===== config.mk =====
export PLATFORM = sky130hd
export DESIGN_NAME = clk_div_multi
export DESIGN_NICKNAME = d
export VERILOG_FILES = /design/src/rtl/clk_div_pkg.sv /design/src/rtl/clk_div_chan.sv /design/src/rtl/clk_div_multi.sv
export SDC_FILE = /design/constraint.sdc
export NUM_CORES = 1
export LEC_CHECK = 0
export CAP_MARGIN = 20
export CORE_MARGIN = 3
export CORE_UTILIZATION = 45
export CTS_CLUSTER_SIZE = 8
export DETAILED_ROUTE_END_ITERATION = 8
export DONT_BUFFER_PORTS = 1
export SLEW_MARGIN = 5
export SYNTH_ARGS = -nofsm -noshare
export SYNTH_HDL_FRONTEND = slang
export SYNTH_SLANG_ARGS = --single-unit

===== constraint.sdc =====
create_clock -name clk -period 11.5 [get_ports clk]
set_clock_uncertainty 0.05 [all_clocks]
set_input_delay 2.3 -clock clk [delete_from_list [all_inputs] [get_ports clk]]
set_output_delay 2.3 -clock clk [all_outputs]
set_load 0.01 [all_outputs]

===== src/rtl/clk_div_pkg.sv =====
// Shared defaults and helpers for the multi-channel clock divider.
package clk_div_pkg;

   localparam int unsigned DEF_CLK_FREQ = 12_000_000;
   localparam int unsigned DEF_WIDTH    = 24;
   localparam int unsigned DEF_CHANNELS = 4;

   typedef enum logic [1:0] {
      MODE_STOP,
      MODE_RUN,
      MODE_HOLD
   } chan_mode_e;

   // Half-period count for a requested output frequency.
   function automatic int unsigned hz_to_half(input int unsigned freq);
      return DEF_CLK_FREQ / freq / 2;
   endfunction

endpackage


===== src/rtl/clk_div_chan.sv =====
// One divider channel: active half-period, free-running counter, and a
// single-entry shadow that is applied on a half-period boundary.
module clk_div_chan
   import clk_div_pkg::*;
#(
   parameter int unsigned WIDTH = DEF_WIDTH
) (
   input  logic             clk,
   input  logic             rst,
   input  logic             enable,
   input  logic             wr,
   input  logic [WIDTH-1:0] wr_half,
   input  logic             wr_oneshot,
   output logic             pending,
   output logic             div_clk,
   output logic             div_pulse,
   output logic             done
);

   logic [WIDTH-1:0] half;
   logic [WIDTH-1:0] cnt;
   logic [WIDTH-1:0] sh_half;
   logic             oneshot;
   logic             sh_oneshot;
   chan_mode_e       mode;
   logic             boundary;
   logic             fall;
   logic             apply;

   always_comb begin
      mode = MODE_STOP;
      if (half != '0) mode = enable ? MODE_RUN : MODE_HOLD;
      boundary = (mode == MODE_RUN) && (cnt == half - WIDTH'(1));
      fall     = boundary && div_clk;
      apply    = pending && (boundary || (mode != MODE_RUN));
   end

   // Later assignments win: a shadow apply overrides the one-shot stop, and a
   // new write clears done even if a one-shot completes in the same cycle.
   always_ff @(posedge clk or posedge rst) begin
      if (rst) begin
         half       <= '0;
         cnt        <= '0;
         sh_half    <= '0;
         oneshot    <= 1'b0;
         sh_oneshot <= 1'b0;
         pending    <= 1'b0;
         div_clk    <= 1'b0;
         div_pulse  <= 1'b0;
         done       <= 1'b0;
      end else begin
         div_pulse <= fall;
         case (mode)
            MODE_STOP: begin
               cnt     <= '0;
               div_clk <= 1'b0;
            end
            MODE_RUN: begin
               if (boundary) begin
                  cnt     <= '0;
                  div_clk <= ~div_clk;
               end else begin
                  cnt <= cnt + WIDTH'(1);
               end
            end
            default: ;
         endcase
         if (fall && oneshot) begin
            half <= '0;
            done <= 1'b1;
         end
         if (apply) begin
            half    <= sh_half;
            oneshot <= sh_oneshot;
            cnt     <= '0;
            pending <= 1'b0;
         end
         if (wr) begin
            sh_half    <= wr_half;
            sh_oneshot <= wr_oneshot;
            pending    <= 1'b1;
            done       <= 1'b0;
         end
      end
   end

endmodule


===== src/rtl/clk_div_multi.sv =====
// Bank of independent clock-divider channels sharing one configuration
// write port with a per-channel pending-shadow handshake.
module clk_div_multi
   import clk_div_pkg::*;
#(
   parameter int unsigned CLK_FREQ = DEF_CLK_FREQ,
   parameter int unsigned CHANNELS = DEF_CHANNELS,
   parameter int unsigned WIDTH    = DEF_WIDTH,
   parameter int unsigned CW       = (CHANNELS > 1) ? $clog2(CHANNELS) : 1
) (
   input  logic                clk,
   input  logic                rst,
   input  logic [CHANNELS-1:0] enable,
   input  logic                cfg_valid,
   output logic                cfg_ready,
   input  logic [CW-1:0]       cfg_chan,
   input  logic [WIDTH-1:0]    cfg_half,
   input  logic                cfg_oneshot,
   output logic [CHANNELS-1:0] dividedClk,
   output logic [CHANNELS-1:0] dividedPulse,
   output logic [CHANNELS-1:0] done
);

   logic [CHANNELS-1:0] pending;
   logic [(1<<CW)-1:0]  pending_pad;

   if (CLK_FREQ < 2 || CHANNELS < 1 || CHANNELS > 16) begin : g_param_check
      $error("clk_div_multi: unsupported CLK_FREQ or CHANNELS");
   end

   // Unused channel indices read as not-pending, so writes to them handshake
   // and are then dropped because no channel decodes them.
   always_comb begin
      pending_pad                = '0;
      pending_pad[CHANNELS-1:0]  = pending;
   end

   assign cfg_ready = ~pending_pad[cfg_chan];

   for (genvar i = 0; i < CHANNELS; i++) begin : g_chan
      clk_div_chan #(
         .WIDTH(WIDTH)
      ) u_chan (
         .clk        (clk),
         .rst        (rst),
         .enable     (enable[i]),
         .wr         (cfg_valid && cfg_ready && (cfg_chan == CW'(i))),
         .wr_half    (cfg_half),
         .wr_oneshot (cfg_oneshot),
         .pending    (pending[i]),
         .div_clk    (dividedClk[i]),
         .div_pulse  (dividedPulse[i]),
         .done       (done[i])
      );
   end

endmodule


Word level (Yosys, flattened, before mapping)
Cells that the tools add are included.
Cells by class
  $add $sub $neg: 8
  magnitude comparators: 1
  equal/unequal tests: 19
  mux-type cells: 54
  bitwise operators: 5
  reduce and logical (&&, ||, !) cells: 58
Operators with widths (number)
  24-bit 2-to-1 mux: 16
  24-bit case mux with 2 select lines: 4
  24-bit by 1-bit adder with 24-bit output (second input constant): 4
  24-bit equality test: 4
  24-bit nonzero test: 4
  24-bit by 1-bit subtractor with 24-bit output (second input constant): 4
  2-bit nonzero test: 16
  1-bit logical AND: 21
  1-bit 2-to-1 mux: 21
  2-bit 2-to-1 mux: 8
  2-bit by 1-bit != test with 1-bit output (second input constant): 8
  3-bit nonzero test: 4
  2-bit by 1-bit equality test with 1-bit output (second input constant): 5
  2-bit zero test: 5
  1-bit case mux with 2 select lines: 4
  2-bit AND reduction: 4
  1-bit NOT: 5
  2-bit equality test (second input constant): 2
  1-bit logical OR: 4
  2-bit by 3-bit < comparator with 1-bit output (second input constant): 1
  1-bit binary-select mux with 2-bit select: 1
Storage, ports and cells
  bits in registers: 312
  input bits: 34
  output and inout port bits: 13
  logic and storage cells: 181

Depth between registers and ports, before layout
Gate-level depths: netlist of the first run.
  depth after elaboration: 8
  mapped depth: 13
  depth with buffers taken out: 10

Modules after synthesis
A second synthesis of the first run with hierarchy kept.
Second synthesis, totals
  cell total of the unflattened synthesis: 1567
  area, all modules: 16889.9 sq um
Modules (own cells, without submodules)
  clk_div_chan at g_chan[2].u_chan ...: times used 2, cells each 400, area an instance 4262.8 sq um, sequential area each 1951.9 sq um
  clk_div_chan at g_chan[0].u_chan ...: times used 2, cells each 380, area an instance 4150.2 sq um, sequential area each 1951.9 sq um
  clk_div_multi: times used 1, cells each 7, area an instance 63.8 sq um, sequential area each 0.0 sq um

Worst setup path before layout of the first run
OpenSTA, ideal clock, no wires.
  kind: input to output
  from: input port cfg_chan[0]
  to: output port cfg_ready
  data arrival time: 2.861 ns
  data required time: 9.150 ns
  path slack: 6.289 ns
  cell stages on the path: 2
  buffers on the path: 0
  path through: mux4_2 inv_1
On the way
  cells in the longest elaborated chain, start to end: 3
Ends and longest elaborated chain
  from (decl): line clk_div_multi.sv:16  | input logic [CW-1:0] cfg_chan,
  1-bit binary-select mux with 2-bit select: line clk_div_multi.sv:38  | assign cfg_ready = ~pending_pad[cfg_chan];
  1-bit 2-to-1 mux (not written as such): line clk_div_multi.sv:38
  1-bit NOT: line clk_div_multi.sv:38
  to (decl): line clk_div_multi.sv:15  | output logic cfg_ready,
Every way passes these cells. The select of a mux whose other input is x is not followed.

Final worst setup path of the first run
Same ends and word-level chain as after synthesis.

==> results.sh, run 1 <==
export IMPL_maxCapViolCount=0
export IMPL_die_h_um=203
export IMPL_drtIter0Drc=875
export IMPL_clk_path_buf_depth=3
export IMPL_ys_warn_count=0
export IMPL_synth_top_family_by_area="simple AND/OR/NAND/NOR gates"
export IMPL_fp_dieW_um=203
export IMPL_area_growth_pct=9.26
export IMPL_synth_cell_types=91
export IMPL_synth_edf_count=0
export IMPL_grt_pass1_vias=13131
export IMPL_critPathLaunch="cfg_chan[0]"
export IMPL_dr_total_vias=13260
export IMPL_use_met3_pct=4.01
export IMPL_final_cell_mix="dfrtp_1 (312), nand2_1 (159), nor2_1 (106)"
export IMPL_clk_pin_slew_ps=50
export IMPL_root_buffer="clkbuf_16"
export IMPL_grt_pass1_wl_mm=72.4
export IMPL_antenna_found_initial=3
export IMPL_drt_total_wl_mm=44.1
export IMPL_p_switching_mw=1.35
export IMPL_critPathLaunchType="input port"
export IMPL_start_util_pct=46.0
export IMPL_cts_resized=0
export IMPL_p_int_mw=2.56
export IMPL_synthSimpleGateAreaFrac_pct=18.7
export IMPL_p_per_area_mw_per_mm2=205
export IMPL_maxSlewHeadroom_pct=27.9
export IMPL_synth_xor_area_share_pct=8.79
export IMPL_crit_family="multiplexers"
export IMPL_max_freq_mhz=192
export IMPL_drc_errors=0
export IMPL_ys_ff_latch=312
export IMPL_whs_ps=449
export IMPL_grt_max_degree=179
export IMPL_p_leak_nw=8.14
export IMPL_grtUsageTotal_pct=21.7
export IMPL_syn_area_per_cell_um2=9.84
export IMPL_synthCells=1772
export IMPL_synth_top_area_share_pct=44.8
export IMPL_place_hpwl_mm=30.6
export IMPL_top_usage_layer="met2"
export IMPL_syn_area_mm2=0.0174
export IMPL_arrival_ps=2870
export IMPL_critPathKind="input port to output pin"
export IMPL_finalSetupViolCount=0
export IMPL_tightestPinTransition_ps=1080
export IMPL_switching_share_pct=34.5
export IMPL_final_common_cell="dfrtp_1"
export IMPL_synth_net_count=1818
export IMPL_min_delay_start="g_chan[1].u_chan.sh_oneshot$_DFFE_PP0P_"
export IMPL_fin_setup_tns_ps=0
export IMPL_ys_seq_area_share_pct=44.8
export IMPL_rsz0062_at_grt="no"
export IMPL_vdd_ir_drop_max_v=0.0000995
export IMPL_drive_gt1_share_pct=10.6
export IMPL_synth_top_cell_by_area="dfrtp_1"
export IMPL_slowest_stage="mux4_2"
export IMPL_routedWlPerCell_um=19.6
export IMPL_pwr_share_clk_pct=30.9
export IMPL_grtUsageMet1_pct=30.7
export IMPL_synth_flop_cell="dfrtp_1"
export IMPL_synth_compound_area_share_pct=13.2
export IMPL_post_dp_cell_area_mm2=0.0178
export IMPL_pin_count=47
export IMPL_clock_sinks=312
export IMPL_async_reset_ff_share_pct=100
export IMPL_met2_usage_pct=34.1
export IMPL_stdcell_area_mm2=0.0190
export IMPL_drt_pass1_iterations=5
export IMPL_seq_power_share_pct=43.2
export IMPL_final_nets=1778
export IMPL_post_cts_buffers=0
export IMPL_cts_buffers_inserted=45
export IMPL_fin_util_pct=50.2
export IMPL_finalHoldViolCount=0
export IMPL_worstPathRequired_ps=9150
export IMPL_crit_chain="mux4_2, inv_1"
export IMPL_clock_latency_ps=570
export IMPL_row_count=71
export IMPL_cp_max_fo=5
export IMPL_r2r_start="g_chan[0].u_chan.half[0]$_DFFE_PP0P_"
export IMPL_cts_tree="done"
export IMPL_hold_path_class="flip-flop to flip-flop"
export IMPL_synth_fa_ha_area_share_pct=0.861
export IMPL_antenna_left=0
export IMPL_worst_path_buf_inv=1
export IMPL_synth_area_top_cells="dfrtp_1 (45%), mux2_2 (5.1%), xnor2_1 (5.0%)"
export IMPL_port_buffers=0
export IMPL_die_area_mm2=0.0411
export IMPL_pwr_share_comb_pct=25.9
export IMPL_cts_hold_repair_buffers=0
export IMPL_crit_path_end_kind="output pin"
export IMPL_vias_per_cell=5.89
export IMPL_timing_max_transition_violations_final=0
export IMPL_gp_congestion=0.883
export IMPL_grt_overflow=0
export IMPL_fillers=3477
export IMPL_coreArea_mm2=0.0379
export IMPL_muxShareOfSynthArea_pct=8.46
export IMPL_min_period_ps=5220
export IMPL_fin_crit_sh_pct=45.4
export IMPL_cts_htree_levels=2
export IMPL_status="finished clean"
export IMPL_slowest_delay_ps=460
-- path summary, 6_finish.rpt --
kind	cells after the start	endpoint	slack (ps)
setup / recovery	2	cfg_ready	6280
min in group asynchronous	1	g_chan[2].u_chan.sh_half[2]$_DFFE_PP0P_	1680
hold reg to reg	1	g_chan[1].u_chan.oneshot$_DFFE_PP0N_	450
setup reg to reg	11	g_chan[0].u_chan.cnt[3]$_DFFE_PP0P_	7010
max in group asynchronous	2	g_chan[0].u_chan.cnt[4]$_DFFE_PP0P_	8200
hold / removal	1	g_chan[1].u_chan.oneshot$_DFFE_PP0N_	450
-- per-layer routing --
layer  wire length (µm)  up-vias
met5                  0        -
met4               1210        0
met3               2100       77
met2              20100      317
met1              20700     6595
li1                   -     6271
-- cell usage after synthesis (12+ instances only) --
master    instances
o211ai_1         30
nor2b_1          19
xnor2_1          99
buf_4            15
dfrtp_1         312
buf_2            23
nand4_1          43
a21oi_1          50
nor3_1           46
clkbuf_1         65
inv_1            99
nand2_1         159
o31ai_1          41
mux2i_1          54
nand3_1          51
a32o_1           25
a31oi_1          12
and3_1           20
mux2_2           79
o21ai_0          52
or3_1            18
xor2_1           76
nor4_1           30
or4_1            22
a22o_1           14
ha_1             12
and2_1           24
nor2_1          106
-- sequential cells by signal, indices dropped and copies added (netlist names) --
signal and flops:
g_chan.u_chan.cnt 96, g_chan.u_chan.half 96, g_chan.u_chan.sh_half 96, g_chan.u_chan.div_clk 4, g_chan.u_chan.div_pulse 4, g_chan.u_chan.done 4, g_chan.u_chan.oneshot 4, g_chan.u_chan.pending 4
g_chan.u_chan.sh_oneshot 4
-- power by group through the flow --
stage               sequential (mW)  combinational (mW)  clock (mW)
finish                         1.69                1.01        1.21
global route                   1.73                1.14        1.28
CTS                            1.68                1.01        1.24
detailed placement             1.70                1.00           0
global placement               1.69               0.974           0
floorplan                      1.53               0.902           0
-- per-stage QoR --
step	power, mW	std cells	setup slack, ps
after floorplan	2.43	1772	521
after global placement	2.66	2192	6260
after detailed placement	2.70	2194	6280
after CTS	3.93	2246	6280
after global routing	4.15	2248	6270
final	3.90	2252	6280
-- kinds of logic after synthesis --
| kind of cell | Yosys count |
|---|---|
| compound gates | 317 |
| simple gates | 609 |
| xor+xnor | 175 |
| flops | 312 |
| buf+inv | 211 |
| mux | 136 |
| fa+ha+maj | 12 |
-- final cells by class --
class,instances,area [µm²],area share (%)
Multi-Input combinational cell,1249,8750,45.9
Timing Repair Buffer,25,223,1.17
Antenna cell,4,10.0,0.0525
Inverter,99,379,1.99
Sequential cell,312,7810,41.0
Clock buffer,49,1170,6.15
Clock inverter,3,66.3,0.348
Tap cell,511,639,3.36
Note: power is estimated with default switching activity, not from simulation.
==> inputs of run 2 (changes only) <==
==> constraint.sdc (replaced) <==
create_clock -name clk -period 4.94 [get_ports clk]
set_clock_uncertainty 0.05 [all_clocks]
set_input_delay 0.988 -clock clk [delete_from_list [all_inputs] [get_ports clk]]
set_output_delay 0.988 -clock clk [all_outputs]
set_load 0.01 [all_outputs]
==> results.sh, run 2 (same netlist as run 1, synthesis figures left out) <==
export IMPL_drt_pass1_iterations=5
export IMPL_status="finished clean"
export IMPL_routedWlPerCell_um=19.9
export IMPL_antenna_left=0
export IMPL_die_h_um=203
export IMPL_rsz0062_at_grt="no"
export IMPL_area_growth_pct=8.82
export IMPL_grt_pass1_wl_mm=73.0
export IMPL_fin_util_pct=50.0
export IMPL_min_period_ps=4120
export IMPL_grt_pass1_vias=12957
export IMPL_gp_congestion=0.893
export IMPL_drtIter0Drc=812
export IMPL_tightestPinTransition_ps=1070
export IMPL_diodes=0
export IMPL_p_per_area_mw_per_mm2=474
export IMPL_arrival_ps=4510
export IMPL_reg2reg_to="g_chan[1].u_chan.half[14]$_DFFE_PP0P_"
export IMPL_finalHoldViolCount=0
export IMPL_rr_worst_depth=11
export IMPL_drt_total_wl_mm=44.6
export IMPL_cts_hold_repair_buffers=0
export IMPL_stdcell_area_mm2=0.0190
export IMPL_post_cts_buffers=0
export IMPL_grt_max_degree=175
export IMPL_die_area_mm2=0.0411
export IMPL_coreArea_mm2=0.0379
export IMPL_critPathKind="flip-flop to flip-flop"
export IMPL_rrSetupSlack_ps=820
export IMPL_fin_crit_sh_pct=83.5
export IMPL_r2r_start="g_chan[1].u_chan.half[0]$_DFFE_PP0P_"
export IMPL_final_common_cell="dfrtp_1"
export IMPL_vias_per_cell=5.85
export IMPL_fp_dieW_um=203
export IMPL_drive_gt1_share_pct=10.5
export IMPL_p_leak_nw=8.10
export IMPL_max_freq_mhz=242
export IMPL_root_buffer="clkbuf_16"
export IMPL_critPathLaunch="g_chan[1].u_chan.half[0]$_DFFE_PP0P_"
export IMPL_cts_resized=0
export IMPL_port_buffers=0
export IMPL_final_nets=1778
export IMPL_clk_pin_slew_ps=50
export IMPL_crit_path_end_kind="flip-flop"
export IMPL_place_hpwl_mm=30.8
export IMPL_clock_sinks=312
export IMPL_maxSlewHeadroom_pct=28.8
export IMPL_vdd_ir_drop_max_v=0.000244
export IMPL_grt_overflow=0
export IMPL_dr_total_vias=13125
export IMPL_dp_cells=2196
export IMPL_worstPathRequired_ps=5330
export IMPL_critPathLaunchType="flip-flop"
export IMPL_pwr_share_comb_pct=26.3
export IMPL_cts_buffers_inserted=44
export IMPL_drc_errors=0
export IMPL_cts_tree="done"
export IMPL_timing_max_transition_violations_final=0
export IMPL_cp_max_fo=14
export IMPL_reg_top3="g_chan.u_chan.cnt x96, g_chan.u_chan.half x96, g_chan.u_chan.sh_half x96"
export IMPL_finalSetupViolCount=0
export IMPL_start_util_pct=46.0
export IMPL_maxCapViolCount=0
export IMPL_p_int_mw=5.86
export IMPL_grtUsageTotal_pct=21.9
export IMPL_fin_setup_tns_ps=0
export IMPL_clk_path_buf_depth=3
export IMPL_post_dp_cell_area_mm2=0.0178
export IMPL_cts_htree_levels=2
export IMPL_clock_latency_ps=570
export IMPL_whs_ps=230
export IMPL_row_count=71
export IMPL_pin_count=47
export IMPL_seq_power_share_pct=43.7
export IMPL_hold_path_class="input port to asynchronous set/reset pin"
export IMPL_antenna_found_initial=1
export IMPL_p_switching_mw=3.14
export IMPL_switching_share_pct=34.9
export IMPL_final_cell_mix="dfrtp_1 (312), nand2_1 (159), nor2_1 (106)"
export IMPL_stdcell_count=2244
export IMPL_pwr_share_clk_pct=30.0
==> run 2: area by class of cell <==
| cell class | instances | area (µm²) |
|---|---|---|
| clock buffers | 45 | 1130 |
| clock inverters | 2 | 40.0 |
| fillers | 3462 | 19000 |
| inverters | 99 | 375 |
| multi-input cells | 1249 | 8750 |
| flip-flops and latches | 312 | 7810 |
| well taps | 511 | 639 |
| repair buffers | 26 | 233 |
==> run 2: how the worst max path moves through the flow <==
| stage | endpoint | slack (ps) | depth (start not counted) |
|---|---|---|---|
| global placement | g_chan[1].u_chan.half[12]$_DFFE_PP0P_ | 960 | 11 |
| detailed placement | g_chan[1].u_chan.half[22]$_DFFE_PP0P_ | 890 | 11 |
| floorplan | g_chan[0].u_chan.cnt[0]$_DFFE_PP0P_ | -250 | 1 |
| CTS | g_chan[0].u_chan.half[17]$_DFFE_PP0P_ | 870 | 9 |
| global route | g_chan[0].u_chan.half[21]$_DFFE_PP0P_ | 450 | 9 |
| finish | g_chan[1].u_chan.half[14]$_DFFE_PP0P_ | 820 | 11 |
==> run 2: metrics by stage <==
stage	setup WS [ps]	total power [mW]
floorplan	-253	5.67
global placement	960	6.24
detailed placement	886	6.31
CTS	868	9.07
global route	448	9.58
finish	816	9.00
==> run 2: critical path, stage by stage, from the launching register on <==
cell and delay [ps]:
dfrtp_1 410, inv_1 120, ha_1 220, or3b_1 520, or4_1 460, a21oi_1 160, o2111ai_1 170, a2111oi_1 480
nand4_2 360, a21boi_2 610, buf_4 330, o31ai_1 100
==> run 2: layer usage <==
metal  GRT usage [%]  wire length (µm)  vias up
li1                -                 -     6261
met5               0                13        -
met4            7.40              1430        2
met1            30.4             20400     6490
met3            4.89              2480       92
met2            34.2             20300      280
==> run 2: power by group through the flow <==
stage,Combinational (mW),Sequential [mW],Clock (mW)
after global routing,2.67,4.03,2.88
after floorplan,2.10,3.57,0
after CTS,2.37,3.92,2.78
final,2.37,3.93,2.70
after global placement,2.31,3.94,0
after detailed placement,2.36,3.95,0
